===== src/rtl/uart_pkg.sv =====
`timescale 1ns/1ps
// Shared constants and state encodings for the 3-byte UART word link (receive and transmit sides).
package uart_pkg;

    localparam int         CLK_HZ_DEFAULT = 20_000_000;
    localparam int         BAUD_DEFAULT   = 500_000;
    localparam logic [7:0] UART_HEADER    = 8'd123;

    function automatic int clks_per_bit(input int clk_hz, input int baud);
        return clk_hz / baud;
    endfunction

    typedef enum logic [2:0] {
        BIT_IDLE,
        BIT_START,
        BIT_DATA,
        BIT_STOP,
        BIT_BREAK
    } bit_state_t;

    typedef enum logic [1:0] {
        FRAME_HUNT,
        FRAME_HI,
        FRAME_LO
    } frame_state_t;

endpackage


===== src/rtl/uart_frame_rx_if.sv =====
`timescale 1ns/1ps
// Received-word bundle: the assembled word and its status strobes.
interface uart_frame_rx_if;
    logic [15:0] data;
    logic        data_rdy;
    logic        frame_err;
    logic        timeout;

    modport master (output data, data_rdy, frame_err, timeout);
    modport slave  (input  data, data_rdy, frame_err, timeout);
endinterface


===== src/rtl/uart_rx_byte.sv =====
`timescale 1ns/1ps
// 8N1 byte receiver: synchroniser, mid-bit sampling FSM and shift register.
module uart_rx_byte
    import uart_pkg::*;
#(
    parameter int CLKS_PER_BIT = 40
) (
    input  logic       clk_20m,
    input  logic       rst,
    input  logic       rx,
    output logic [7:0] rx_byte,
    output logic       byte_vld,
    output logic       stop_err,
    output logic       busy
);

    localparam int               CNT_W     = $clog2(CLKS_PER_BIT);
    localparam logic [CNT_W-1:0] HALF_LAST = CNT_W'(CLKS_PER_BIT / 2 - 1);
    localparam logic [CNT_W-1:0] FULL_LAST = CNT_W'(CLKS_PER_BIT - 1);

    logic             rx_meta;
    logic             rx_sync;
    logic             rx_prev;
    bit_state_t       state;
    bit_state_t       state_nxt;
    logic [CNT_W-1:0] cnt;
    logic [CNT_W-1:0] cnt_nxt;
    logic [2:0]       bit_idx;
    logic [2:0]       bit_idx_nxt;
    logic [7:0]       shreg;
    logic [7:0]       shreg_nxt;
    logic [7:0]       byte_nxt;
    logic             vld_nxt;
    logic             err_nxt;

    // Preset to idle-high so a reset never looks like a start edge.
    always_ff @(posedge clk_20m) begin
        if (rst) begin
            rx_meta <= 1'b1;
            rx_sync <= 1'b1;
            rx_prev <= 1'b1;
        end else begin
            rx_meta <= rx;
            rx_sync <= rx_meta;
            rx_prev <= rx_sync;
        end
    end

    always_ff @(posedge clk_20m) begin
        if (rst) begin
            state    <= BIT_IDLE;
            cnt      <= '0;
            bit_idx  <= '0;
            shreg    <= '0;
            rx_byte  <= '0;
            byte_vld <= 1'b0;
            stop_err <= 1'b0;
        end else begin
            state    <= state_nxt;
            cnt      <= cnt_nxt;
            bit_idx  <= bit_idx_nxt;
            shreg    <= shreg_nxt;
            rx_byte  <= byte_nxt;
            byte_vld <= vld_nxt;
            stop_err <= err_nxt;
        end
    end

    always_comb begin
        state_nxt   = state;
        cnt_nxt     = cnt;
        bit_idx_nxt = bit_idx;
        shreg_nxt   = shreg;
        byte_nxt    = rx_byte;
        vld_nxt     = 1'b0;
        err_nxt     = 1'b0;

        case (state)
            BIT_IDLE: begin
                if (rx_prev && !rx_sync) begin
                    cnt_nxt   = '0;
                    state_nxt = BIT_START;
                end
            end
            BIT_START: begin
                if (cnt == HALF_LAST) begin
                    cnt_nxt = '0;
                    // A start bit that is high again at mid-bit was only a glitch.
                    if (rx_sync) begin
                        state_nxt = BIT_IDLE;
                    end else begin
                        bit_idx_nxt = '0;
                        state_nxt   = BIT_DATA;
                    end
                end else begin
                    cnt_nxt = cnt + 1'b1;
                end
            end
            BIT_DATA: begin
                if (cnt == FULL_LAST) begin
                    cnt_nxt     = '0;
                    shreg_nxt   = {rx_sync, shreg[7:1]};
                    bit_idx_nxt = bit_idx + 1'b1;
                    if (bit_idx == 3'd7) begin
                        state_nxt = BIT_STOP;
                    end
                end else begin
                    cnt_nxt = cnt + 1'b1;
                end
            end
            BIT_STOP: begin
                if (cnt == FULL_LAST) begin
                    cnt_nxt = '0;
                    if (rx_sync) begin
                        byte_nxt  = shreg;
                        vld_nxt   = 1'b1;
                        state_nxt = BIT_IDLE;
                    end else begin
                        err_nxt   = 1'b1;
                        state_nxt = BIT_BREAK;
                    end
                end else begin
                    cnt_nxt = cnt + 1'b1;
                end
            end
            BIT_BREAK: begin
                // Holding here makes a stuck-low line report a single framing error.
                if (rx_sync) begin
                    state_nxt = BIT_IDLE;
                end
            end
            default: begin
                state_nxt = BIT_IDLE;
            end
        endcase
    end

    assign busy = (state != BIT_IDLE);

endmodule


===== src/rtl/uart_frame_rx.sv =====
`timescale 1ns/1ps
// Frame receiver: hunts for the header byte, assembles {hi, lo} and drops stalled frames.
module uart_frame_rx
    import uart_pkg::*;
#(
    parameter int         CLK_HZ       = CLK_HZ_DEFAULT,
    parameter int         BAUD         = BAUD_DEFAULT,
    parameter logic [7:0] HEADER       = UART_HEADER,
    parameter int         TIMEOUT_BITS = 40
) (
    input  logic             clk_20m,
    input  logic             rst,
    input  logic             rx,
    uart_frame_rx_if.master  word_if
);

    localparam int               CLKS_PER_BIT = clks_per_bit(CLK_HZ, BAUD);
    localparam int               GAP_LIMIT    = TIMEOUT_BITS * CLKS_PER_BIT;
    localparam int               GAP_W        = $clog2(GAP_LIMIT);
    localparam logic [GAP_W-1:0] GAP_LAST     = GAP_W'(GAP_LIMIT - 1);

    logic [7:0]       rx_byte;
    logic             byte_vld;
    logic             stop_err;
    logic             busy;

    frame_state_t     state;
    frame_state_t     state_nxt;
    logic [7:0]       hi;
    logic [7:0]       hi_nxt;
    logic [GAP_W-1:0] gap;
    logic [GAP_W-1:0] gap_nxt;
    logic [15:0]      data_q;
    logic [15:0]      data_nxt;
    logic             rdy_q;
    logic             rdy_nxt;
    logic             ferr_q;
    logic             to_q;
    logic             to_nxt;

    uart_rx_byte #(
        .CLKS_PER_BIT (CLKS_PER_BIT)
    ) u_rx_byte (
        .clk_20m  (clk_20m),
        .rst      (rst),
        .rx       (rx),
        .rx_byte  (rx_byte),
        .byte_vld (byte_vld),
        .stop_err (stop_err),
        .busy     (busy)
    );

    always_ff @(posedge clk_20m) begin
        if (rst) begin
            state  <= FRAME_HUNT;
            hi     <= '0;
            gap    <= '0;
            data_q <= '0;
            rdy_q  <= 1'b0;
            ferr_q <= 1'b0;
            to_q   <= 1'b0;
        end else begin
            state  <= state_nxt;
            hi     <= hi_nxt;
            gap    <= gap_nxt;
            data_q <= data_nxt;
            rdy_q  <= rdy_nxt;
            ferr_q <= stop_err;
            to_q   <= to_nxt;
        end
    end

    always_comb begin
        state_nxt = state;
        hi_nxt    = hi;
        gap_nxt   = gap;
        data_nxt  = data_q;
        rdy_nxt   = 1'b0;
        to_nxt    = 1'b0;

        case (state)
            FRAME_HUNT: begin
                if (byte_vld && (rx_byte == HEADER)) begin
                    state_nxt = FRAME_HI;
                end
            end
            FRAME_HI: begin
                // A header value here is payload, not a resync.
                if (byte_vld) begin
                    hi_nxt    = rx_byte;
                    state_nxt = FRAME_LO;
                end else if (stop_err) begin
                    state_nxt = FRAME_HUNT;
                end
            end
            FRAME_LO: begin
                if (byte_vld) begin
                    data_nxt  = {hi, rx_byte};
                    rdy_nxt   = 1'b1;
                    state_nxt = FRAME_HUNT;
                end else if (stop_err) begin
                    state_nxt = FRAME_HUNT;
                end
            end
            default: begin
                state_nxt = FRAME_HUNT;
            end
        endcase

        // Inter-byte gap only counts while a frame is open and the line is quiet; a byte wins a tie.
        if ((state == FRAME_HUNT) || busy || byte_vld) begin
            gap_nxt = '0;
        end else if (gap == GAP_LAST) begin
            gap_nxt   = '0;
            to_nxt    = 1'b1;
            state_nxt = FRAME_HUNT;
        end else begin
            gap_nxt = gap + 1'b1;
        end
    end

    assign word_if.data      = data_q;
    assign word_if.data_rdy  = rdy_q;
    assign word_if.frame_err = ferr_q;
    assign word_if.timeout   = to_q;

endmodule


===== src/flat_wrapper.sv =====
// flat-port wrapper written by rule: the top's interface ports become plain ports
module uart_frame_rx_flat import uart_pkg::*;
#(
    parameter int         CLK_HZ       = CLK_HZ_DEFAULT,
    parameter int         BAUD         = BAUD_DEFAULT,
    parameter logic [7:0] HEADER       = UART_HEADER,
    parameter int         TIMEOUT_BITS = 40
)
  (clk_20m, rst, rx, word_if_data, word_if_data_rdy, word_if_frame_err, word_if_timeout);
  uart_frame_rx_if word_if_i ();
  input  logic clk_20m;
  input  logic rst;
  input  logic rx;
  output wire logic [$bits(word_if_i.data)-1:0] word_if_data;
  output wire logic [$bits(word_if_i.data_rdy)-1:0] word_if_data_rdy;
  output wire logic [$bits(word_if_i.frame_err)-1:0] word_if_frame_err;
  output wire logic [$bits(word_if_i.timeout)-1:0] word_if_timeout;
  assign word_if_data = word_if_i.data;
  assign word_if_data_rdy = word_if_i.data_rdy;
  assign word_if_frame_err = word_if_i.frame_err;
  assign word_if_timeout = word_if_i.timeout;
  uart_frame_rx #(.CLK_HZ(CLK_HZ), .BAUD(BAUD), .HEADER(HEADER), .TIMEOUT_BITS(TIMEOUT_BITS)) u_core (.clk_20m(clk_20m), .rst(rst), .rx(rx), .word_if(word_if_i));
endmodule

===== config.mk =====
export PLATFORM = sky130hd
export DESIGN_NAME = uart_frame_rx_flat
export DESIGN_NICKNAME = d
export VERILOG_FILES = /design/src/rtl/uart_pkg.sv /design/src/rtl/uart_frame_rx_if.sv /design/src/rtl/uart_rx_byte.sv /design/src/rtl/uart_frame_rx.sv /design/src/flat_wrapper.sv
export SDC_FILE = /design/constraint.sdc
export NUM_CORES = 1
export LEC_CHECK = 0
export ABC_AREA = 0
export CAP_MARGIN = 25
export CELL_PAD_IN_SITES_DETAIL_PLACEMENT = 0
export CELL_PAD_IN_SITES_GLOBAL_PLACEMENT = 1
export CORE_MARGIN = 4
export CORE_UTILIZATION = 45
export CTS_BUF_LIST = sky130_fd_sc_hd__clkbuf_2
export DETAILED_ROUTE_END_ITERATION = 6
export MAX_ROUTING_LAYER = met4
export PLACE_DENSITY = 0.9
export SETUP_SLACK_MARGIN = 0.05
export SYNTH_ARGS = -nofsm -noshare
export SYNTH_HDL_FRONTEND = slang
export SYNTH_SLANG_ARGS = --single-unit
export TNS_END_PERCENT = 5

===== constraint.sdc =====
create_clock -name clk_20m -period 2.52 [get_ports clk_20m]
set_clock_uncertainty 0.2 [all_clocks]
set_input_delay 0.504 -clock clk_20m [delete_from_list [all_inputs] [get_ports clk_20m]]
set_output_delay 0.504 -clock clk_20m [all_outputs]
set_load 0.03 [all_outputs]

==> impl_results.html <==
<table>
<tr><th>Metric</th><th>Value</th></tr>
<tr><th colspan="2">Placement</th></tr>
<tr><td>Detailed Place HPWL</td><td>3.82 mm</td></tr>
<tr><td>Port Buffers</td><td>21</td></tr>
<tr><td>Worst slack, placed</td><td>0.567 ns</td></tr>
<tr><td>Routability cong.</td><td>0.828</td></tr>
<tr><td>Cell Count Post-Placement</td><td>426</td></tr>
<tr><td>Placed Instance Area</td><td>0.00330 mm²</td></tr>
<tr><th colspan="2">Yosys</th></tr>
<tr><td>Net count of the mapped netlist</td><td>349</td></tr>
<tr><td>Flop and latch count out of synthesis</td><td>73</td></tr>
<tr><td>Number of distinct standard cells referenced by the synthesized netlist</td><td>52</td></tr>
<tr><td>Share of the synthesized area in the top cell type</td><td>0.476</td></tr>
<tr><td>Syn Inst Count</td><td>342</td></tr>
<tr><td>Mean Syn Cell Area</td><td>8.97 µm²</td></tr>
<tr><td>Async S/R FF share, synth</td><td>0</td></tr>
<tr><td>Yosys Warn Count</td><td>0</td></tr>
<tr><td>Post-Synthesis Cell Area</td><td>0.00307 mm²</td></tr>
<tr><td>Dominant synthesized flop cell</td><td>dfxtp_1</td></tr>
<tr><td>Most instantiated library cell after synthesis</td><td>dfxtp_1</td></tr>
<tr><td>Cell type contributing the most total cell area after synthesis</td><td>dfxtp_1</td></tr>
<tr><td>Sequential element share of the synthesized area</td><td>0.476</td></tr>
<tr><td>Biggest area contributors in the synthesized netlist</td><td>dfxtp_1 (48%), nand2_1 (7.7%), mux2i_1 (5.2%), a21oi_1 (4.9%), nand2b_1 (3.7%)</td></tr>
<tr><td>Top cells by instance count after synthesis</td><td>dfxtp_1 (73), nand2_1 (63), a21oi_1 (30), nor2_1 (28), nand2b_1 (18)</td></tr>
<tr><td>Number of enable flip-flop cells after synthesis</td><td>0</td></tr>
<tr><th colspan="2">Power and ir drop</th></tr>
<tr><td>Combinational power share</td><td>0.018</td></tr>
<tr><td>Pwr dens</td><td>601 mW/mm²</td></tr>
<tr><td>Leakage power of the design</td><td>1.18 nW</td></tr>
<tr><td>Design Power</td><td>2.09 mW</td></tr>
<tr><td>Worst VDD drop</td><td>0.250 mV</td></tr>
<tr><td>Switching portion of total power</td><td>0.227</td></tr>
<tr><td>Internal Power</td><td>1.61 mW</td></tr>
<tr><td>Net switching power of the design</td><td>0.474 mW</td></tr>
<tr><td>Sequential group share of total power</td><td>0.557</td></tr>
<tr><td>Clock power share</td><td>0.425</td></tr>
<tr><th colspan="2">Worst setup path</th></tr>
<tr><td>Max stage delay on crit path</td><td>0.68 ns</td></tr>
<tr><td>Buffers and inverters on the worst path</td><td>1</td></tr>
<tr><td>Cell with the largest stage delay on the worst path</td><td>clkdlybuf4s50_1</td></tr>
<tr><td>CP delay by family, top</td><td>buffers and inverters</td></tr>
<tr><td>Setup crit end kind</td><td>output port</td></tr>
<tr><td>FF-to-FF setup slack</td><td>0.52 ns</td></tr>
<tr><td>Critical-path cell list</td><td>clkdlybuf4s50_1</td></tr>
<tr><td>Endpoint required time on the critical path</td><td>1.82 ns</td></tr>
<tr><td>Data arrival, critical path</td><td>1.59 ns</td></tr>
<tr><td>Startpoint-to-endpoint class of the critical path</td><td>flop to output port</td></tr>
<tr><td>Critical path peak fanout</td><td>2</td></tr>
<tr><td>Type of element launching the critical path</td><td>flop</td></tr>
<tr><th colspan="2">Detailed routing</th></tr>
<tr><td>Starting DRT DRC Count</td><td>85</td></tr>
<tr><td>Via density per instance</td><td>5.30</td></tr>
<tr><td>Remaining routing DRC violations</td><td>0</td></tr>
<tr><td>Final routed wire length divided by cell count</td><td>12.8 µm</td></tr>
<tr><td>Detailed-routing iteration count for the pre-antenna-repair pass</td><td>4</td></tr>
<tr><td>Routed wire length</td><td>5.66 mm</td></tr>
<tr><td>Final antenna-violating net count</td><td>0</td></tr>
<tr><td>Total via count in the routed design</td><td>2,343</td></tr>
<tr><th colspan="2">Cells and area</th></tr>
<tr><td>Number of diodes</td><td>0</td></tr>
<tr><td>Final Non-Filler Cells</td><td>442</td></tr>
<tr><td>Final standard cell utilization of the core</td><td>0.535</td></tr>
<tr><td>Post-route standard cell area excluding fillers</td><td>0.00347 mm²</td></tr>
<tr><td>Share of layout cells above drive strength 1</td><td>0.0959</td></tr>
<tr><td>Layout filler cell count</td><td>611</td></tr>
<tr><td>Area growth, synth to finish</td><td>13.2%</td></tr>
<tr><td>Total Nets Final</td><td>367</td></tr>
<tr><th colspan="2">Floorplanning</th></tr>
<tr><td>Floorplan die area</td><td>0.00820 mm²</td></tr>
<tr><td>Die extent in x</td><td>90.6 µm</td></tr>
<tr><td>Number of top-level pins</td><td>22</td></tr>
<tr><td>Row count</td><td>29</td></tr>
<tr><td>Core footprint</td><td>0.00649 mm²</td></tr>
<tr><td>Initial core utilization</td><td>0.472</td></tr>
<tr><td>Die boundary height</td><td>90.6 µm</td></tr>
<tr><th colspan="2">STA</th></tr>
<tr><td>Achievable frequency</td><td>436 MHz</td></tr>
<tr><td>Final WS setup</td><td>0.228 ns</td></tr>
<tr><td>Setup-violating endpoint count in the final report</td><td>0</td></tr>
<tr><td>Hold Violations, Final</td><td>0</td></tr>
<tr><td>Minimum period implied by the final worst setup slack</td><td>2.29 ns</td></tr>
<tr><td>Ratio of final minimum period to clock period</td><td>0.910</td></tr>
<tr><td>Least-Margin Pin Slew</td><td>0.621 ns</td></tr>
<tr><td>Hold slack</td><td>0.239 ns</td></tr>
<tr><td>Rel. slew slack</td><td>0.585</td></tr>
<tr><td>Sum of negative setup slack</td><td>0 ns</td></tr>
<tr><td>Unrepaired setup endpoints after global routing</td><td>false</td></tr>
<tr><td>Final Max Slew Viols</td><td>0</td></tr>
<tr><th colspan="2">CTS</th></tr>
<tr><td>TritonCTS Buffers</td><td>9</td></tr>
<tr><td>CTS tree</td><td>built</td></tr>
<tr><td>Clock buffer depth</td><td>2</td></tr>
<tr><td>Number of buffers inserted by hold repair at cts</td><td>0</td></tr>
<tr><td>Clk sink count</td><td>73</td></tr>
<tr><td>CTS root buf</td><td>clkbuf_2</td></tr>
<tr><td>Number of H-tree branching levels</td><td>3</td></tr>
<tr><td>Buffer count from post-CTS setup fixing</td><td>0</td></tr>
<tr><td>Clock transition at path regs</td><td>0.22 ns</td></tr>
<tr><td>Worst-Skew Late Latency</td><td>0.52 ns</td></tr>
<tr><td>CTS-repair resized insts</td><td>0</td></tr>
<tr><th colspan="2">Global routing</th></tr>
<tr><td>First-pass GRT wire length</td><td>9.80 mm</td></tr>
<tr><td>Overall routing resource usage</td><td>0.150</td></tr>
<tr><td>Pin count of the biggest net entering global routing</td><td>41</td></tr>
<tr><td>Initial antenna violation count</td><td>0</td></tr>
<tr><td>GR Overflow Total</td><td>0</td></tr>
<tr><td>Via count of the first global-routing pass</td><td>2,141</td></tr>
<tr><th colspan="2">Min path</th></tr>
<tr><td>Type of the tightest min-delay check</td><td>flop to flop</td></tr>
<tr><th colspan="2">Run status</th></tr>
<tr><td>Outcome</td><td>finished, final reports clean</td></tr>
<tr><th colspan="2">Run</th></tr>
<tr><td>Max capacitance violation total</td><td>0</td></tr>
</table>
==> metal layers <==
layer	track usage	up-vias	share of wire
met5	-	-	0
met4	0.0536	0	0.016
met3	0.0483	13	0.043
met2	0.221	50	0.45
met1	0.193	1068	0.49
li1	-	1212	-
==> sequential cells by signal (all words and copies together), names as in the netlist <==
register,cells
u_core.u_rx_byte.rx_byte,8
u_core.u_rx_byte.shreg,8
u_core.word_if.data,16
u_core.u_rx_byte.cnt,6
u_core.u_rx_byte.rx_meta,1
u_core.gap,11
u_core.state,2
u_core.u_rx_byte.rx_prev,1
u_core.hi,8
u_core.u_rx_byte.bit_idx,3
u_core.word_if.timeout,1
u_core.u_rx_byte.state,3
u_core.word_if.data_rdy,1
u_core.u_rx_byte.byte_vld,1
u_core.u_rx_byte.stop_err,1
u_core.u_rx_byte.rx_sync,1
u_core.word_if.frame_err,1
==> worst paths after layout <==
kind                                 start                     endpoint  depth (start not counted)
setup / recovery    u_core.word_if.data[0]              word_if_data[0]                          1
hold / removal    u_core.u_rx_byte.rx_meta     u_core.u_rx_byte.rx_sync                          1
setup reg to reg   u_core.u_rx_byte.cnt[0]  u_core.u_rx_byte.rx_byte[5]                          5
hold reg to reg   u_core.u_rx_byte.rx_meta     u_core.u_rx_byte.rx_sync                          1
==> cell families (layout without fill, tap and decap cells) <==
| family | count (synthesis) | count (layout) | synth area share |
|---|---|---|---|
| multiplexers | 16 | 16 | 0.0522 |
| XOR/XNOR | 10 | 10 | 0.0286 |
| AO/OA/AOI/OAI | 56 | 56 | 0.116 |
| flip-flops | 73 | 73 | 0.476 |
| AND/OR/NAND/NOR | 159 | 159 | 0.273 |
| adder cells (fa/ha/maj) | 4 | 4 | 0.0163 |
| buffers and inverters | 24 | 47 | 0.0379 |
==> power groups by stage <==
stage	sequential (mW)	clock (mW)	combinational [mW]
2_1_floorplan	1.18	0	0.0294
3_3_place_gp	1.19	0	0.0381
3_5_place_dp	1.19	0	0.0382
4_1_cts	1.16	0.909	0.0383
5_1_grt	1.16	0.967	0.0425
6_report	1.16	0.887	0.0378
==> cell usage in the layout, fill, tap and decap left out, types with 7 or more instances in the layout <==
cell	Yosys	final
nand3_1	8	8
xnor2_1	7	7
nor2_1	28	28
dfxtp_1	73	73
nand4_1	7	7
a21oi_1	30	30
nand2_1	63	63
nand2b_1	18	18
inv_1	7	7
mux2i_1	16	16
clkbuf_2	1	9
clkdlybuf4s50_1	0	20
==> area by class of cell <==
type / instances / area, µm² / area share
clock buffers: 9 / 45.0 / 0.0130
flip-flops and latches: 73 / 1460 / 0.421
repair buffers: 24 / 228 / 0.0656
multi-input cells: 245 / 1490 / 0.429
well taps: 77 / 96.3 / 0.0277
inverters: 7 / 26.3 / 0.00756
clock inverters: 7 / 126 / 0.0364
No activity file was read; power rests on OpenSTA's default activity.
